**src/rtl/opc_boot_ctrl.sv**
```systemverilog
// Boot/run sequencer for the OPC CPU: loads a byte stream into the shared 4K x 8 RAM, holds the CPU in reset, then hands it the bus.
// Optional load checksum verification is enabled by defining BOOT_CHECKSUM_EN.
module opc_boot_ctrl #(
  parameter logic [11:0] BOOT_ADDR   = 12'h000,
  parameter int unsigned HOLD_CYCLES = 4
) (
  input  logic        clk,
  input  logic        reset_b,
  input  logic        ld_start,
  input  logic        run_req,
  input  logic        ld_valid,
  input  logic [7:0]  ld_data,
  input  logic        ld_last,
  output logic        ld_ready,
  input  logic [11:0] cpu_address,
  input  logic        cpu_rnw,
  input  logic [7:0]  cpu_dout,
  output logic [7:0]  cpu_din,
  output logic        cpu_reset_b,
  output logic [11:0] mem_address,
  output logic [7:0]  mem_wdata,
  output logic        mem_we,
  input  logic [7:0]  mem_rdata,
  output logic        busy,
  output logic        done,
  output logic        err
);

  typedef enum logic [1:0] {
    IDLE = 2'd0,
    LOAD = 2'd1,
    HOLD = 2'd2,
    RUN  = 2'd3
  } state_t;

  localparam logic [3:0] HOLD_INIT = 4'(HOLD_CYCLES - 1);
  localparam logic [11:0] TOP_ADDR = 12'hFFF;

  state_t      state;
  logic [11:0] ptr;
  logic [3:0]  hold_cnt;
  logic        accept;
  logic        sum_ok;

  assign accept = ld_ready & ld_valid;

`ifdef BOOT_CHECKSUM_EN
  logic [7:0] sum;
  logic [7:0] sum_nxt;

  // The last byte is included, so a good image sums to zero.
  assign sum_nxt = sum + ld_data;
  assign sum_ok  = (sum_nxt == 8'h00);

  always_ff @(posedge clk) begin
    if (!reset_b) begin
      sum <= 8'h00;
    end else if ((state == IDLE || state == RUN) && ld_start) begin
      sum <= 8'h00;
    end else if (accept) begin
      sum <= sum_nxt;
    end
  end
`else
  assign sum_ok = 1'b1;
`endif

  // Outputs are registered alongside each transition so they track the state exactly.
  always_ff @(posedge clk) begin
    if (!reset_b) begin
      state       <= IDLE;
      ptr         <= BOOT_ADDR;
      hold_cnt    <= 4'd0;
      err         <= 1'b0;
      cpu_reset_b <= 1'b0;
      ld_ready    <= 1'b0;
      busy        <= 1'b0;
      done        <= 1'b0;
    end else begin
      case (state)
        IDLE: begin
          if (ld_start) begin
            state    <= LOAD;
            ptr      <= BOOT_ADDR;
            err      <= 1'b0;
            ld_ready <= 1'b1;
            busy     <= 1'b1;
          end else if (run_req) begin
            state    <= HOLD;
            hold_cnt <= HOLD_INIT;
            busy     <= 1'b1;
          end
        end
        LOAD: begin
          if (accept) begin
            // Saturate at the top so a runaway stream never overwrites low memory.
            if (ptr != TOP_ADDR) begin
              ptr <= ptr + 12'd1;
            end
            if (ld_last && sum_ok) begin
              state    <= HOLD;
              hold_cnt <= HOLD_INIT;
              ld_ready <= 1'b0;
            end else if (ld_last || ptr == TOP_ADDR) begin
              state    <= IDLE;
              err      <= 1'b1;
              ld_ready <= 1'b0;
              busy     <= 1'b0;
            end
          end
        end
        HOLD: begin
          if (hold_cnt == 4'd0) begin
            state       <= RUN;
            cpu_reset_b <= 1'b1;
            busy        <= 1'b0;
            done        <= 1'b1;
          end else begin
            hold_cnt <= hold_cnt - 4'd1;
          end
        end
        RUN: begin
          if (ld_start) begin
            state       <= LOAD;
            ptr         <= BOOT_ADDR;
            err         <= 1'b0;
            cpu_reset_b <= 1'b0;
            done        <= 1'b0;
            ld_ready    <= 1'b1;
            busy        <= 1'b1;
          end
        end
        default: begin
          state <= IDLE;
        end
      endcase
    end
  end

  always_comb begin
    mem_address = ptr;
    mem_wdata   = ld_data;
    mem_we      = accept;
    cpu_din     = 8'h00;
    if (state == RUN) begin
      mem_address = cpu_address;
      mem_wdata   = cpu_dout;
      mem_we      = ~cpu_rnw;
      cpu_din     = mem_rdata;
    end
  end

endmodule
```
**config.mk**
```make
export PLATFORM = sky130hd
export DESIGN_NAME = opc_boot_ctrl
export DESIGN_NICKNAME = d
export VERILOG_FILES = /design/src/rtl/opc_boot_ctrl.sv
export SDC_FILE = /design/constraint.sdc
export NUM_CORES = 1
export LEC_CHECK = 0
export ABC_CLOCK_PERIOD_IN_PS = 2000
export CAP_MARGIN = 25
export CORE_MARGIN = 2
export CORE_UTILIZATION = 37
export DETAILED_ROUTE_END_ITERATION = 16
export PLACE_DENSITY = 0.85
export RECOVER_POWER = 100
export SYNTH_ARGS = -nofsm -noshare
export SYNTH_HDL_FRONTEND = slang
export SYNTH_SLANG_ARGS = --single-unit
```
**constraint.sdc**
```tcl
create_clock -name clk -period 2 [get_ports clk]
set_input_delay 0.3 -clock clk [delete_from_list [all_inputs] [get_ports clk]]
set_output_delay 0.3 -clock clk [all_outputs]
set_load 0.02 [all_outputs]
```
# Yosys cells after proc, flatten, opt, wreduce, memory -nomap -nowiden
# Cells that the tools add are included.
# word_totals
regBits	22
input_bits	43
out_inout_bits	34
# classes
addsub	2
n_eq_ne	18
n_mux	40
n_bitwise	2
n_reduce_logical	14
# ops
cell	count
two-way mux 12 bit	4
one-hot mux 12 bit (2 select lines)	1
two-way mux 4 bit	5
!= test 2 bit (second input constant)	10
two-way mux 8 bit	2
two-way mux 1 bit	15
two-way mux 2 bit	7
adder 12 x 1 -> 12 bit (second input constant)	1
== test 12 bit (second input constant)	1
!= test 12 bit (second input constant)	1
one-hot mux 4 bit (3 select lines)	1
AND reduction 6 bit	2
AND reduction 5 bit	2
one-hot mux 2 bit (4 select lines)	1
AND reduction 4 bit	2
!= test 3 bit (second input constant)	2
one-hot mux 1 bit (2 select lines)	3
== test 2 bit (second input constant)	2
logical NOT 4 bit	1
one-hot mux 1 bit (4 select lines)	1
nonzero test 2 bit	2
subtractor 4 x 1 -> 4 bit (second input constant)	1
AND reduction 3 bit	1
nonzero test 3 bit	1
other kinds (7)	7

# Depth between registers and ports, before layout
# depth
depth_word	6
depth_mapped	8
mapped_depth_nobuf	7

# Least setup slack after synthesis
# OpenSTA, ideal clock, no wires.
# synth_path
kind	register to register
start	reg state[0]
end	reg ptr[3]
setup_time_ns	0.076
arrival_time_ns	1.846
path_slack_ns	0.078
path_stages_with_launch	8
path_buffers	0
synth_period_minus_slack_ns	1.922
path_cell_list	dfxtp_1 inv_1 ha_1 or2b_2 o211a_4 o21ai_2 or4b_1 a31oi_1
# synth_via
elab_chain_cells	4
word_cells_on_any_way	10
# synth_lines
item	line	rtl
start, declared	39	state_t state;
start signal, assigned	71	state <= IDLE;
start signal, assigned	83	state <= LOAD;
start signal, assigned	89	state <= HOLD;
== test 2 bit / logical NOT 2 bit (equally long branches)	80	case (state)
OR reduction 2 bit (no line)	-	
!= test 2 x 1 -> 1 bit (no line) / nonzero test 2 bit (equally long branches)	-	
AND reduction 4 bit (no line)	-	
end signal, assigned	98	ptr <= ptr + 12'd1;
end, declared	40	logic [11:0] ptr;
# Parallel ways exist; a longest one is shown, timed or not.
# A chain may end at the register's enable or synchronous reset.

# Worst setup path in the final report
# layout_path
start	reg state[0]
end	out mem_wdata[4]
# layout_via
elab_chain_cells	2
# layout_lines
item	line	rtl
== test 2 bit	145	if (state == RUN) begin
two-way mux 8 bit	145	
end, declared	21	output logic [7:0] mem_wdata,
# No other way between the ends.

==> impl_metrics.csv <==
group,metric,value,unit
synth,synth_compound_area_frac,0.155,
timing,slew_violations,0,
synth,synth-adder-area-share,0.0619,
timing,fin_crit_sh,0.964,
power_and_ir_drop,power_frac_seq,0.245,
floorplan,dieArea,0.00492,mm2
placed_design,port-buffer-count,76,
power_and_ir_drop,switchingPower,1.08,mW
timing,finalSetupTns,0,ns
timing,rsz0062_at_grt,"true",
detailed_routing,drtPass1Iterations,4,
synth,synthSimpleGateAreaFrac,0.285,
critical_path,endpoint_kind,"output port",
worst_hold_path,hold_class,"flop to flop",
critical_path,crit_family,"buffers and inverters",
cells_and_area,layout_common_cells,"clkdlybuf4s50_1, mux2_2, nand2_1, dfxtp_1",
cells_and_area,nets,330,
worst_hold_path,worstHoldStart,"busy",
detailed_routing,dr.first_iter.drc_count,72,
worst_hold_path,holdPathStages,2,
timing,period_minus_slack,1.93,ns
global_routing,grt_pass1_wl,7.67,mm
detailed_routing,via_count,1751,
critical_path,worstPathRequired,1.70,ns
clock_network,cts.clk_slew.worst_paths,0.07,ns
detailed_routing,postRouteAntennaNets,0,
placed_design,place_hpwl,3.35,mm
clock_network,cts_root_buffer,"clkbuf_8",
timing,hold_viol,0,
global_routing,antenna_found_initial,0,
global_routing,grt-ovfl-total,0,
synth,synth_xor_area_frac,0.0217,
synth,synthArstFlopShare,0,
run,maxCapViolCount,0,
global_routing,grt_max_degree,17,
cells_and_area,final_cell_area,0.00254,mm2
critical_path,crit_arrival,1.63,ns
global_routing,grt_use_total,0.188,
critical_path,start_kind,"flop",
critical_path,r2r-end,"ptr[3]",
cells_and_area,diodes,0,
synth,yosys.area.top_type_share,0.272,
placed_design,dpl_cell_area,0.00251,mm2
synth,synth_mux_area_frac,0.164,
synth,yosysTopAreaCell,"dfxtp_1",
synth,ys_top_cells_by_area,"dfxtp_1, mux2_2, ha_1",
power_and_ir_drop,p_per_area,998,mW/mm2
detailed_routing,routedWlPerCell,13.9,um
power_and_ir_drop,combPwrFrac,0.651,
floorplan,io_pins,77,
synth,syn_area_per_cell,8.38,um2
critical_path,reg2reg_depth,7,
detailed_routing,viasPerCell,5.32,
placed_design,pre_cts_ws,-0.0240,ns
timing,worstMarginPinSlew,0.477,ns
power_and_ir_drop,clock_power_share,0.104,
detailed_routing,drc,0,
timing,setup_viol,0,
clock_network,cts_setup_buffers,0,
synth,syn-instance-count,193,
synth,ys_seq_area_frac,0.272,
floorplan,fp.dieH,70.1,um
cells_and_area,drive_above_1_share,0.173,
critical_path,max_stage_delay,0.38,ns
power_and_ir_drop,p_leak,0.958,nW
power_and_ir_drop,intPower,1.45,mW
synth,synth.distinct_cells,46,
floorplan,core_area,0.00429,mm2
critical_path,crit_fanout,16,
critical_path,timing.rr.start,"state[0]",
timing,setup_ws,0.0711,ns
critical_path,path_cells,"ha_4, buf_12, mux2_2, dlygate4sd2_1",
clock_network,numCtsBuffers,3,
global_routing,grt_pass1_vias,1727,
critical_path,path_class,"flop to output port",
synth,synth_edf_count,0,
detailed_routing,totalWireLength,4.56,mm
synth,ys_ff_latch,22,
floorplan,start_util,0.377,
clock_network,cts_hold_buffers,0,
cells_and_area,final_common_cell,"clkdlybuf4s50_1",
synth,ys.flop_type,"dfxtp_1",
clock_network,numClockSinks,22,
run_status,outcome,"finished clean",
critical_path,critPathSlowestCell,"dfxtp_4",
timing,fin_skew,0.00422,ns
synth,syn_area,0.00162,mm2
clock_network,insertion_delay,0.25,ns
placed_design,gp_congestion,0.866,
cells_and_area,area_growth_syn_to_layout,57.1,%
clock_network,cts_tree,"yes",
critical_path,worst-path-buf-inv,2,
power_and_ir_drop,swShare,0.427,
worst_hold_path,holdPathEnd,"busy",
synth,yosys_warnings,0,
critical_path,r2r_slack,0.10,ns
clock_network,clk_path_buf_depth,2,
timing,slew_headroom,0.681,
floorplan,rows,24,
floorplan,fp.dieW,70.1,um
synth,synth_top_family_by_area,"simple AND/OR/NAND/NOR gates",
power_and_ir_drop,peakVddDrop,600,uV
timing,fmax,518,MHz
synth,syn_nets,244,
clock_network,cts_max_level,1,
-- registers in the layout, indices dropped and copies added, names as in the netlist --
| register | cells |
|---|---|
| ptr | 12 |
| hold_cnt | 4 |
| state | 2 |
| busy | 1 |
| done | 1 |
| err | 1 |
| ld_ready | 1 |
-- power by group through the flow --
stage,sequential [mW],clock (mW),combinational [mW]
after CTS,0.619,0.266,1.68
after floorplan,0.633,0,1.00
after global routing,0.631,0.289,1.80
after global placement,0.607,0,1.59
after detailed placement,0.609,0,1.62
final,0.623,0.264,1.65
-- tightest hold or removal path, delay by kind of cell, from the launching register on --
family        cells  cell delay (ns)
simple gates      1             0.05
flops             1             0.32
mux               1             0.05
-- layout make-up --
cell class,instances,area (um2)
clock buffers,3,41.3
fillers,384,1750
inverters,7,26.3
multi-input cells,156,1140
flip-flops and latches,22,445
well taps,52,65.1
repair buffers,89,827
-- through the flow --
| stage | hold WS [ns] | total power, mW | cells | utilization |
|---|---|---|---|---|
| final | 0.470 | 2.54 | 329 | 0.592 |
| after global routing | 0.498 | 2.72 | 329 | 0.592 |
| after CTS | 0.474 | 2.56 | 329 | 0.609 |
| after detailed placement | 0.458 | 2.23 | 325 | 0.584 |
| after global placement | 0.454 | 2.20 | 325 | 0.584 |
| after floorplan | 0.443 | 1.64 | 193 | - |
-- what timing repair did --
item | in CTS | in global routing
gates cloned | 1 | 0
pin swaps | 0 | 0
setup endpoints to repair | 31 | 28
hold endpoints to repair | 0 | 0
resized for setup | 51 | 11
-- cell usage after synthesis, types with 2 or more instances --
master and count:
nor2b_1 3, inv_1 6, nor4_1 3, o211ai_1 3
mux2_2 20, o21ai_0 11, or4b_1 2, nand3_1 10
buf_4 2, ha_1 8, a21oi_1 11, dfxtp_1 22
nand2_1 20, nand3b_1 2, nor2_1 9, and2_1 9
nand2b_1 3, mux2i_1 4, xnor2_1 3, nor3_1 4
clkbuf_1 6, nand4_1 7, a31oi_1 2
-- layer usage --
layer / wire, um / up-vias / global-route usage
met5: 0 / - / 0
met4: 54 / 0 / 0.0406
met3: 236 / 8 / 0.0317
met2: 2310 / 49 / 0.347
met1: 1960 / 821 / 0.226
li1: - / 873 / -
-- logic make-up (layout without fill, tap and decap cells) --
family,count (synthesis),after routing
simple gates,82,82
compound gates,38,38
mux,24,24
flops,22,22
buf+inv,15,99
fa+ha+maj,8,8
xor+xnor,4,4
-- worst max-delay path by stage --
stage | from | end | slack, ns | cells after the start
2_1_floorplan | state[0] | ptr[3] | 0.08 | 7
3_3_place_gp | state[0] | mem_address[1] | 0.05 | 4
3_5_place_dp | state[0] | ptr[3] | -0.02 | 7
4_1_cts | state[0] | mem_address[9] | 0.02 | 4
5_1_grt | state[0] | ptr[3] | -0.005 | 7
6_report | state[0] | mem_wdata[4] | 0.07 | 4
Power figures use the tool's default switching activity.
==> patch: new RTL, same flow settings <==
Put one more register stage on the output `err`. The value now appears one clock later. The other outputs are not delayed to match.
--- a/src/rtl/opc_boot_ctrl.sv
+++ b/src/rtl/opc_boot_ctrl.sv
@@ -36,6 +36,8 @@
   localparam logic [3:0] HOLD_INIT = 4'(HOLD_CYCLES - 1);
   localparam logic [11:0] TOP_ADDR = 12'hFFF;
 
+  logic err_s0;
+
   state_t      state;
   logic [11:0] ptr;
   logic [3:0]  hold_cnt;
@@ -71,7 +73,7 @@
       state       <= IDLE;
       ptr         <= BOOT_ADDR;
       hold_cnt    <= 4'd0;
-      err         <= 1'b0;
+      err_s0      <= 1'b0;
       cpu_reset_b <= 1'b0;
       ld_ready    <= 1'b0;
       busy        <= 1'b0;
@@ -82,7 +84,7 @@
           if (ld_start) begin
             state    <= LOAD;
             ptr      <= BOOT_ADDR;
-            err      <= 1'b0;
+            err_s0   <= 1'b0;
             ld_ready <= 1'b1;
             busy     <= 1'b1;
           end else if (run_req) begin
@@ -103,7 +105,7 @@
               ld_ready <= 1'b0;
             end else if (ld_last || ptr == TOP_ADDR) begin
               state    <= IDLE;
-              err      <= 1'b1;
+              err_s0   <= 1'b1;
               ld_ready <= 1'b0;
               busy     <= 1'b0;
             end
@@ -123,7 +125,7 @@
           if (ld_start) begin
             state       <= LOAD;
             ptr         <= BOOT_ADDR;
-            err         <= 1'b0;
+            err_s0      <= 1'b0;
             cpu_reset_b <= 1'b0;
             done        <= 1'b0;
             ld_ready    <= 1'b1;
@@ -150,4 +152,8 @@
     end
   end
 
+  always_ff @(posedge clk) begin
+    err <= err_s0;
+  end
+
 endmodule
Check against the original RTL: same outputs for any inputs over 10 cycles, from zero or initial values and one cycle with reset_b low; that may be too few to reach the edited logic, so the function may still have changed.
==> patch against the unedited design <==
Wire length grew 14%; die area grew 11%; sequential cell count grew 1; sequential power grew 5.6%; cell area grew 12%; critical path type is now register to register; total power grew 4.4%; worst setup slack lost 0.043 ns; area after synthesis grew 12%.
==> patch: results (changes against the unedited design) <==
outcome: "finished, final reports clean"  # unchanged
nNetsFinal: 356  # was 330
grt_pass1_vias: 1923  # was 1727
top_regs: "ptr x12, hold_cnt x4, state x2"  # unchanged
cts_buffer_depth: 2  # unchanged
io_buffers: 76  # unchanged
start_kind: "register"  # unchanged
ys_types: 51  # was 46
place.gp.congestion: 0.846  # was 0.866
synth_nets: 265  # was 244
drive_gt1_frac: 0.191  # was 0.173
clk_latency_ns: 0.27  # was 0.25 ns
first_pass_iters: 4  # unchanged
synthArstFlopShare: 0  # unchanged
clk_pin_slew_ns: 0.09  # was 0.07 ns
worstMarginPinSlew_ns: 0.361  # was 0.477 ns
yosys-top-cells-area: "dfxtp_1 26%, mux2_2 12%, ha_1 5.5%"  # was dfxtp_1 27%, mux2_2 14%, ha_1 6.2%
grt_pass1_wl_mm: 8.58  # was 7.67 mm
via_count: 2018  # was 1751
critPathArrivalTime_ns: 2.18  # was 1.63 ns
synth_seq_area_share: 0.255  # was 0.272
routed_wl_mm: 5.22  # was 4.56 mm
dpl_cell_area_mm2: 0.00280  # was 0.00251 mm²
yosys-top-cells-count: "23 x dfxtp_1, 19 x mux2_2, 19 x nand2_1"  # was 22 x dfxtp_1, 20 x mux2_2, 20 x nand2_1
dp_hpwl_mm: 4.07  # was 3.35 mm
dpl_worst_slack_ns: -0.127  # was -0.0240 ns
yosys_warnings: 0  # unchanged
synth_ff_type: "dfxtp_1"  # unchanged
cts-htree-levels: 1  # unchanged
antenna_found_initial: 0  # unchanged
critPathSlowestCell: "or4_4"  # was dfxtp_4
grt_max_degree: 21  # was 17
skew_ns: 0.00523  # was 0.00422 ns
cts_made_buffers: 3  # unchanged
cp_slowest_stage_delay_ns: 0.51  # was 0.38 ns
p_sw_frac: 0.424  # was 0.427
p_leak_uw: 0.00120  # was 0.000958 µW
drtIter0Drc: 77  # was 72
cts_root_buffer: "clkbuf_8"  # unchanged
irDropWorstVdd_v: 0.000514  # was 0.000600 V
antenna_cells: 0  # unchanged
globalRouteTotalUtil: 0.196  # was 0.188
hold_path_class: "register to register"  # unchanged
worstPathMaxFanout: 4  # was 16
patch: cell types whose count changed in the layout (fill, tap and decap cells not counted), moves of 4 or more:
cell and delta:
a21boi_1 +8, buf_4 +10, clkbuf_1 -8, clkdlybuf4s15_1 -11, dlygate4sd2_1 +20, nand4_1 -4
nor2_1 -6, o21ai_1 +4
patch: path summary, 6_finish.rpt:
kind	from	to	slack, ns	depth (start not counted)
worst min register to register	err_s0	err	0.38	0
worst max register to register	state[0]	ptr[11]	0.03	6
worst max-delay path	state[0]	ptr[11]	0.03	6
worst min-delay path	err_s0	err	0.38	0
patch: stage by stage:
stage	TNS (ns)	instances	hold WS (ns)
3_3_place_gp	-0.177	367	0.340
6_report	0	371	0.375
5_1_grt	-0.0228	371	0.387
3_5_place_dp	-0.575	367	0.369
4_1_cts	0	371	0.382
2_1_floorplan	0	214	0.331
patch: final cells by class:
class                           count  area [µm²]
Timing Repair Buffer               99         918
Clock buffer                        3        41.3
Multi-Input combinational cell    170        1290
Inverter                            8        30.0
Sequential cell                    23         468
Tap cell                           67        83.8
Clock inverter                      1        5.00
Fill cell                         434        1890
patch: what timing repair did:
| action | 4_1_cts | 5_1_grt |
|---|---|---|
| resized for setup | 34 | 4 |
| endpoints found under the setup margin | 30 | 6 |
| setup buffers | 0 | 0 |
| cloned | 0 | 0 |
| endpoints found under the hold margin | 0 | 0 |
patch: power by group through the flow:
stage | logic (µW) | clock network [µW] | registers (µW)
2_1_floorplan | 1010 | 0 | 668
5_1_grt | 1840 | 329 | 668
3_3_place_gp | 1700 | 0 | 641
3_5_place_dp | 1730 | 0 | 647
6_report | 1690 | 304 | 658
4_1_cts | 1700 | 310 | 656
patch: kinds of logic after synthesis:
kind of cell	count (synthesis)	synth area share
buffers and inverters	21	0.0513
AO/OA/AOI/OAI	54	0.207
multiplexers	26	0.160
adder cells (fa/ha/maj)	8	0.0555
AND/OR/NAND/NOR	82	0.272
flip-flops	23	0.255
patch: worst max-delay path: cells and delay by family, from the launching register on:
kind | cells | cell delay [ns]
AO/OA/AOI/OAI | 1 | 0.12
buffers and inverters | 1 | 0.06
adder cells (fa/ha/maj) | 1 | 0.24
multiplexers | 1 | 0.17
AND/OR/NAND/NOR | 2 | 0.93
flip-flops | 1 | 0.39
patch: per-layer routing:
metal	up-vias	share of wire	GRT usage
met2	94	0.49	0.348
met1	940	0.40	0.230
met3	9	0.087	0.0384
met5	-	0	0
met4	0	0.021	0.0768
li1	975	-	-
